[src/rtl/packet_source.sv]
// Packet source driving a 4-phase req/ack handshake.
// Emits NUM_PKTS packets per run, separated by GAP idle cycles.
module packet_source #(
    parameter int NODE         = 0,
    parameter int WIDTH_packet = 14,
    parameter int ADDR_W       = 4,
    parameter int NUM_PKTS     = 8,
    parameter int GAP          = 2,
    parameter int DEST_START   = 1
) (
    input  logic                    clk,
    input  logic                    rst,
    input  logic                    start,
    input  logic                    ack,
    output logic                    req,
    output logic [WIDTH_packet-1:0] data,
    output logic                    busy,
    output logic                    done,
    output logic [7:0]              sent_cnt
);

    localparam int                PAY_W = WIDTH_packet - 2 * ADDR_W;
    localparam logic [7:0]        NUM_C = 8'(NUM_PKTS);
    localparam logic [3:0]        GAP_C = 4'(GAP);
    localparam logic [ADDR_W-1:0] SRC_C = ADDR_W'(NODE);
    localparam logic [ADDR_W-1:0] DST_C = ADDR_W'(DEST_START);

    typedef enum logic [2:0] {
        S_IDLE        = 3'd0,
        S_REQ_HI      = 3'd1,
        S_WAIT_ACK_LO = 3'd2,
        S_GAP_WAIT    = 3'd3,
        S_DONE        = 3'd4
    } state_t;

    // Packet k: dest wraps modulo 2^ADDR_W, payload is k truncated to the payload width.
    function automatic logic [WIDTH_packet-1:0] build_pkt(input logic [7:0] k);
        logic [ADDR_W-1:0] dest;
        dest = DST_C + ADDR_W'(k);
        return {dest, SRC_C, PAY_W'(k)};
    endfunction

    state_t                  r_state;
    logic                    r_req;
    logic [WIDTH_packet-1:0] r_data;
    logic                    r_busy;
    logic                    r_done;
    logic [7:0]              r_sent_cnt;
    logic [3:0]              r_gap_cnt;

    state_t                  w_state_nxt;
    logic [7:0]              w_cnt_nxt;
    logic [3:0]              w_gap_nxt;
    logic                    w_load_pkt;

    // Next-state, sent counter and gap counter logic.
    always_comb begin
        w_state_nxt = r_state;
        w_cnt_nxt   = r_sent_cnt;
        w_gap_nxt   = r_gap_cnt;
        case (r_state)
            S_IDLE, S_DONE: begin
                if (start) begin
                    w_cnt_nxt = 8'd0;
                    w_gap_nxt = 4'd0;
                    if (NUM_C == 8'd0) begin
                        w_state_nxt = S_DONE;
                    end else begin
                        w_state_nxt = S_REQ_HI;
                    end
                end else begin
                    w_state_nxt = r_state;
                end
            end
            S_REQ_HI: begin
                if (ack) begin
                    w_state_nxt = S_WAIT_ACK_LO;
                    w_cnt_nxt   = r_sent_cnt + 8'd1;
                end else begin
                    w_state_nxt = S_REQ_HI;
                end
            end
            S_WAIT_ACK_LO: begin
                // Only a sampled ack=0 may lead back to REQ_HI, so a lingering ack never double-counts.
                if (!ack) begin
                    if (r_sent_cnt == NUM_C) begin
                        w_state_nxt = S_DONE;
                    end else if (GAP_C != 4'd0) begin
                        w_state_nxt = S_GAP_WAIT;
                        w_gap_nxt   = GAP_C;
                    end else begin
                        w_state_nxt = S_REQ_HI;
                    end
                end else begin
                    w_state_nxt = S_WAIT_ACK_LO;
                end
            end
            S_GAP_WAIT: begin
                if (r_gap_cnt <= 4'd1) begin
                    w_state_nxt = S_REQ_HI;
                    w_gap_nxt   = 4'd0;
                end else begin
                    w_gap_nxt   = r_gap_cnt - 4'd1;
                end
            end
            default: begin
                w_state_nxt = S_IDLE;
                w_cnt_nxt   = 8'd0;
                w_gap_nxt   = 4'd0;
            end
        endcase
        w_load_pkt = (w_state_nxt == S_REQ_HI) && (r_state != S_REQ_HI);
    end

    // State and registered outputs, decoded from the next state so they align with it.
    always_ff @(posedge clk) begin
        if (rst) begin
            r_state    <= S_IDLE;
            r_req      <= 1'b0;
            r_data     <= '0;
            r_busy     <= 1'b0;
            r_done     <= 1'b0;
            r_sent_cnt <= 8'd0;
            r_gap_cnt  <= 4'd0;
        end else begin
            r_state    <= w_state_nxt;
            r_sent_cnt <= w_cnt_nxt;
            r_gap_cnt  <= w_gap_nxt;
            r_req      <= (w_state_nxt == S_REQ_HI);
            r_busy     <= (w_state_nxt == S_REQ_HI) || (w_state_nxt == S_WAIT_ACK_LO) ||
                          (w_state_nxt == S_GAP_WAIT);
            r_done     <= (w_state_nxt == S_DONE);
            if (w_load_pkt) begin
                r_data <= build_pkt(w_cnt_nxt);
            end
        end
    end

    assign req      = r_req;
    assign data     = r_data;
    assign busy     = r_busy;
    assign done     = r_done;
    assign sent_cnt = r_sent_cnt;

endmodule

[config.mk]
export PLATFORM = sky130hd
export DESIGN_NAME = packet_source
export DESIGN_NICKNAME = d
export VERILOG_FILES = /design/src/rtl/packet_source.sv
export SDC_FILE = /design/constraint.sdc
export NUM_CORES = 1
export LEC_CHECK = 0
export ABC_CLOCK_PERIOD_IN_PS = 6170
export CAP_MARGIN = 10
export CORE_MARGIN = 10
export CORE_UTILIZATION = 55
export CTS_BUF_LIST = sky130_fd_sc_hd__clkbuf_2 sky130_fd_sc_hd__clkbuf_4 sky130_fd_sc_hd__clkbuf_8
export DETAILED_ROUTE_END_ITERATION = 6
export HOLD_SLACK_MARGIN = 0.12
export PLACE_DENSITY_LB_ADDON = 0.08
export SLEW_MARGIN = 10
export SYNTH_ARGS = -nofsm -noshare
export SYNTH_HDL_FRONTEND = slang
export SYNTH_SLANG_ARGS = --single-unit
[constraint.sdc]
create_clock -name clk -period 6.17 [get_ports clk]
set_clock_uncertainty 0.2 [all_clocks]
set_input_delay 1.234 -clock clk [delete_from_list [all_inputs] [get_ports clk]]
set_output_delay 1.234 -clock clk [all_outputs]
set_load 0.01 [all_outputs]
==> metrics.md <==
| Metric | Value |
|---|---|
| Startpoint Class | `primary input` |
| Yosys warning count | `0` |
| Worst vdd ir | `0.175 mV` |
| Compound-Gate Fraction of Synth Area | `20.5%` |
| Chip Width | `73.2 um` |
| Worst Setup EP | `data[11]` |
| Area growth, synth to finish | `15.5%` |
| Buffers added on ports | `24` |
| I/O pin count | `29` |
| RR Startpoint | `r_state[0]` |
| # DRC | `0` |
| Die Y | `73.2 um` |
| Ys async rst share | `0%` |
| GPL Wtd Cong | `0.888` |
| R2R Setup Slk | `3870 ps` |
| Htree depth | `1` |
| Synthesized instance count | `185` |
| Crit path time final | `3080 ps` |
| RSZ-0062 raised after global routing | `false` |
| Setup TNS | `0 ps` |
| Initial Utilization | `57.0%` |
| Slew Limit Fails | `0` |
| Synth Area in XOR/XNOR | `1.69%` |
| Vias per inst | `5.97` |
| Leak | `0.666 nW` |
| Crit Path Max Fanout | `11` |
| Register area share after synthesis | `36.0%` |
| CTS clk-pin slew, worst paths | `150 ps` |
| Total grt overflow | `0` |
| Setup violations, final | `0` |
| # rows | `19` |
| Met2 usage | `21.2%` |
| Predominant post-synthesis flop cell | `dfxtp_1` |
| CP delay by family, top | `buffers and inverters` |
| Initial DRC count | `123` |
| Main combinational cell family by area after synthesis | `simple AND/OR/NAND/NOR gates` |
| Antenna cells | `0` |
| Hold Crit Class | `reg2reg` |
| Core area | `2730 um2` |
| Hold Fails Final Rpt | `0` |
| Hold Buf Count CTS | `0` |
| Die ar. | `5360 um2` |
| Multiplexer share of the synthesized area | `1.93%` |
| CP Buf/Inv Count | `2` |
| NumNets Final | `212` |
| Total GRT Usage | `14.3%` |
| Post-CTS Repair Setup Buffers | `0` |
| Relative slew slack | `38.9%` |
| Largest net degree at the start of global routing | `27` |
| Critical path, cell by cell | `clkdlybuf4s50_1, and4bb_2, o21ai_0, and2_1, inv_1, ha_1, mux2i_1, nor2_1` |
| Met3 usage in global routing | `3.81%` |
| Post-synthesis simple-gate area fraction | `28.0%` |
| Avg WL per Cell | `16.0 um` |
| Seq cells post-synth | `28` |
| Met1 usage | `18.8%` |
| Detailed Route WL | `3720 um` |
| Post_cts resized | `0` |
| Initial antenna violation count | `0` |
| Crit Path Class | `in2reg` |
| Avg Synthesized Cell Area | `8.42 um2` |
| Sink Count | `28` |
| Global-route wire length before repair | `6310 um` |
| Worst setup EP type | `flop` |
| Drt first pass iters | `4` |
| Fmax | `324 MHz` |
| Cells on worst reg2reg path | `7` |
| Clock Path Buffers | `2` |
| Reg2reg end | `data[11]` |
| Status | `completed` |
| HPWL Detailed | `2740 um` |
| Global routing's busiest layer | `met2` |
| CP Depth | `8` |
| Clock Tree Root | `clkbuf_4` |
| Post-Synth Adder-Cell Area | `4.02%` |
| CP peak stage delay | `590 ps` |
| CTS tree | `done` |
| Fin Hold WS | `297 ps` |
| WP data arrival | `3090 ps` |
| Layout fillers | `235` |
| Synthesized area | `1560 um2` |
| Cts bufs inserted | `3` |
| Critical-path top delay cell | `clkdlybuf4s50_1` |
| Final worst-path cycle share | `50.0%` |
| Clk_lat worst skew | `330 ps` |
| Vias | `1391` |
| Share of layout cells above drive strength 1 | `6.93%` |
| Post-synthesis cell type count | `58` |
| Critical Path Start | `ack` |
| Worst-Margin Slew | `914 ps` |
| Required @ worst endpoint | `6180 ps` |
| Power Dens Cells | `194 nW/um2` |
| Post-synth EDFFs | `0` |
| Detail Route Antenna Nets | `0` |
| MaxCap Viol Count | `0` |
| Vias in the first global route | `1363` |
-- worst min path at each step --
stage | slack (ps) | start | depth (start not counted) | to
after floorplan | 240 | r_gap_cnt[3] | 1 | r_gap_cnt[3]
after global placement | 260 | r_gap_cnt[3] | 1 | r_gap_cnt[3]
after detailed placement | 260 | r_gap_cnt[3] | 1 | r_gap_cnt[3]
after CTS | 290 | r_gap_cnt[3] | 1 | r_gap_cnt[3]
after global routing | 310 | r_gap_cnt[3] | 1 | r_gap_cnt[3]
final | 300 | r_gap_cnt[3] | 1 | r_gap_cnt[3]
-- synthesized netlist by cell type (all sizes together), types with 4 or more instances --
master	n	share of area, %
a21oi	6	1.9
nand2	10	2.4
nand3	6	1.9
buf	11	4.7
a211oi	7	3.4
dfxtp	28	36
o21ai	7	2.2
inv	9	2.2
nand2b	4	2.1
nor2	26	6.3
nor2b	4	1.6
ha	5	4.0
-- registers in the layout, summed over array words and instances, names as in the netlist --
name       cells
busy           1
data          10
done           1
r_gap_cnt      4
r_state        3
req            1
sent_cnt       8
-- cell type report --
type / count / area [um2] / share of cell area [%]
Inverter: 9 / 33.8 / 1.88
Sequential cell: 28 / 561 / 31.2
Timing Repair Buffer: 24 / 240 / 13.4
Multi-Input combinational cell: 137 / 890 / 49.4
Tap cell: 31 / 38.8 / 2.16
Clock buffer: 4 / 36.3 / 2.02
-- stage by stage --
stage / total power [W] / util [%] / worst slack (ps) / cells / instance area (um2)
floorplan: 0.000243 / - / 3420 / 188 / 1570
global placement: 0.000262 / 64.5 / 2820 / 229 / 1760
detailed placement: 0.000263 / 64.5 / 2750 / 229 / 1760
CTS: 0.000351 / 65.8 / 3100 / 233 / 1800
global route: 0.000366 / 65.8 / 2920 / 233 / 1800
finish: 0.000349 / 65.8 / 3090 / 233 / 1800
-- report_power, final --
group          switching, W  internal (W)  total (W)
Combinational     0.0000328     0.0000285  0.0000613
Sequential       0.00000956      0.000189   0.000198
Clock             0.0000534     0.0000361  0.0000896
Total             0.0000958      0.000253   0.000349
-- layer usage --
metal,share of wire [%],up-vias
li1,-,689
met1,44,650
met2,45,45
met3,8.6,7
met4,1.7,0
met5,0,-
-- cell usage in the layout (no fill, tap or decap), types with 5 or more instances in the layout --
master,count
inv_1,9
o21ai_0,6
a211oi_1,7
clkdlybuf4s50_1,24
a21oi_1,6
dfxtp_1,28
ha_1,5
nor2_1,26
nand3_1,6
nand2_1,10
-- worst reg2reg max path: cells and delay by family (launching register included) --
kind	cells	cell delay, ps
compound gates	2	400
fa+ha+maj	1	280
buf+inv	1	90
flops	1	820
mux	1	130
simple gates	2	280
-- logic make-up (layout without fill, tap and decap cells) --
group | Yosys count | count (layout)
AND/OR/NAND/NOR | 77 | 77
XOR/XNOR | 3 | 3
buffers and inverters | 23 | 37
adder cells (fa/ha/maj) | 5 | 5
other | 1 | 4
multiplexers | 3 | 3
flip-flops | 28 | 28
AO/OA/AOI/OAI | 45 | 45
No activity file was read; power rests on OpenSTA's default activity.
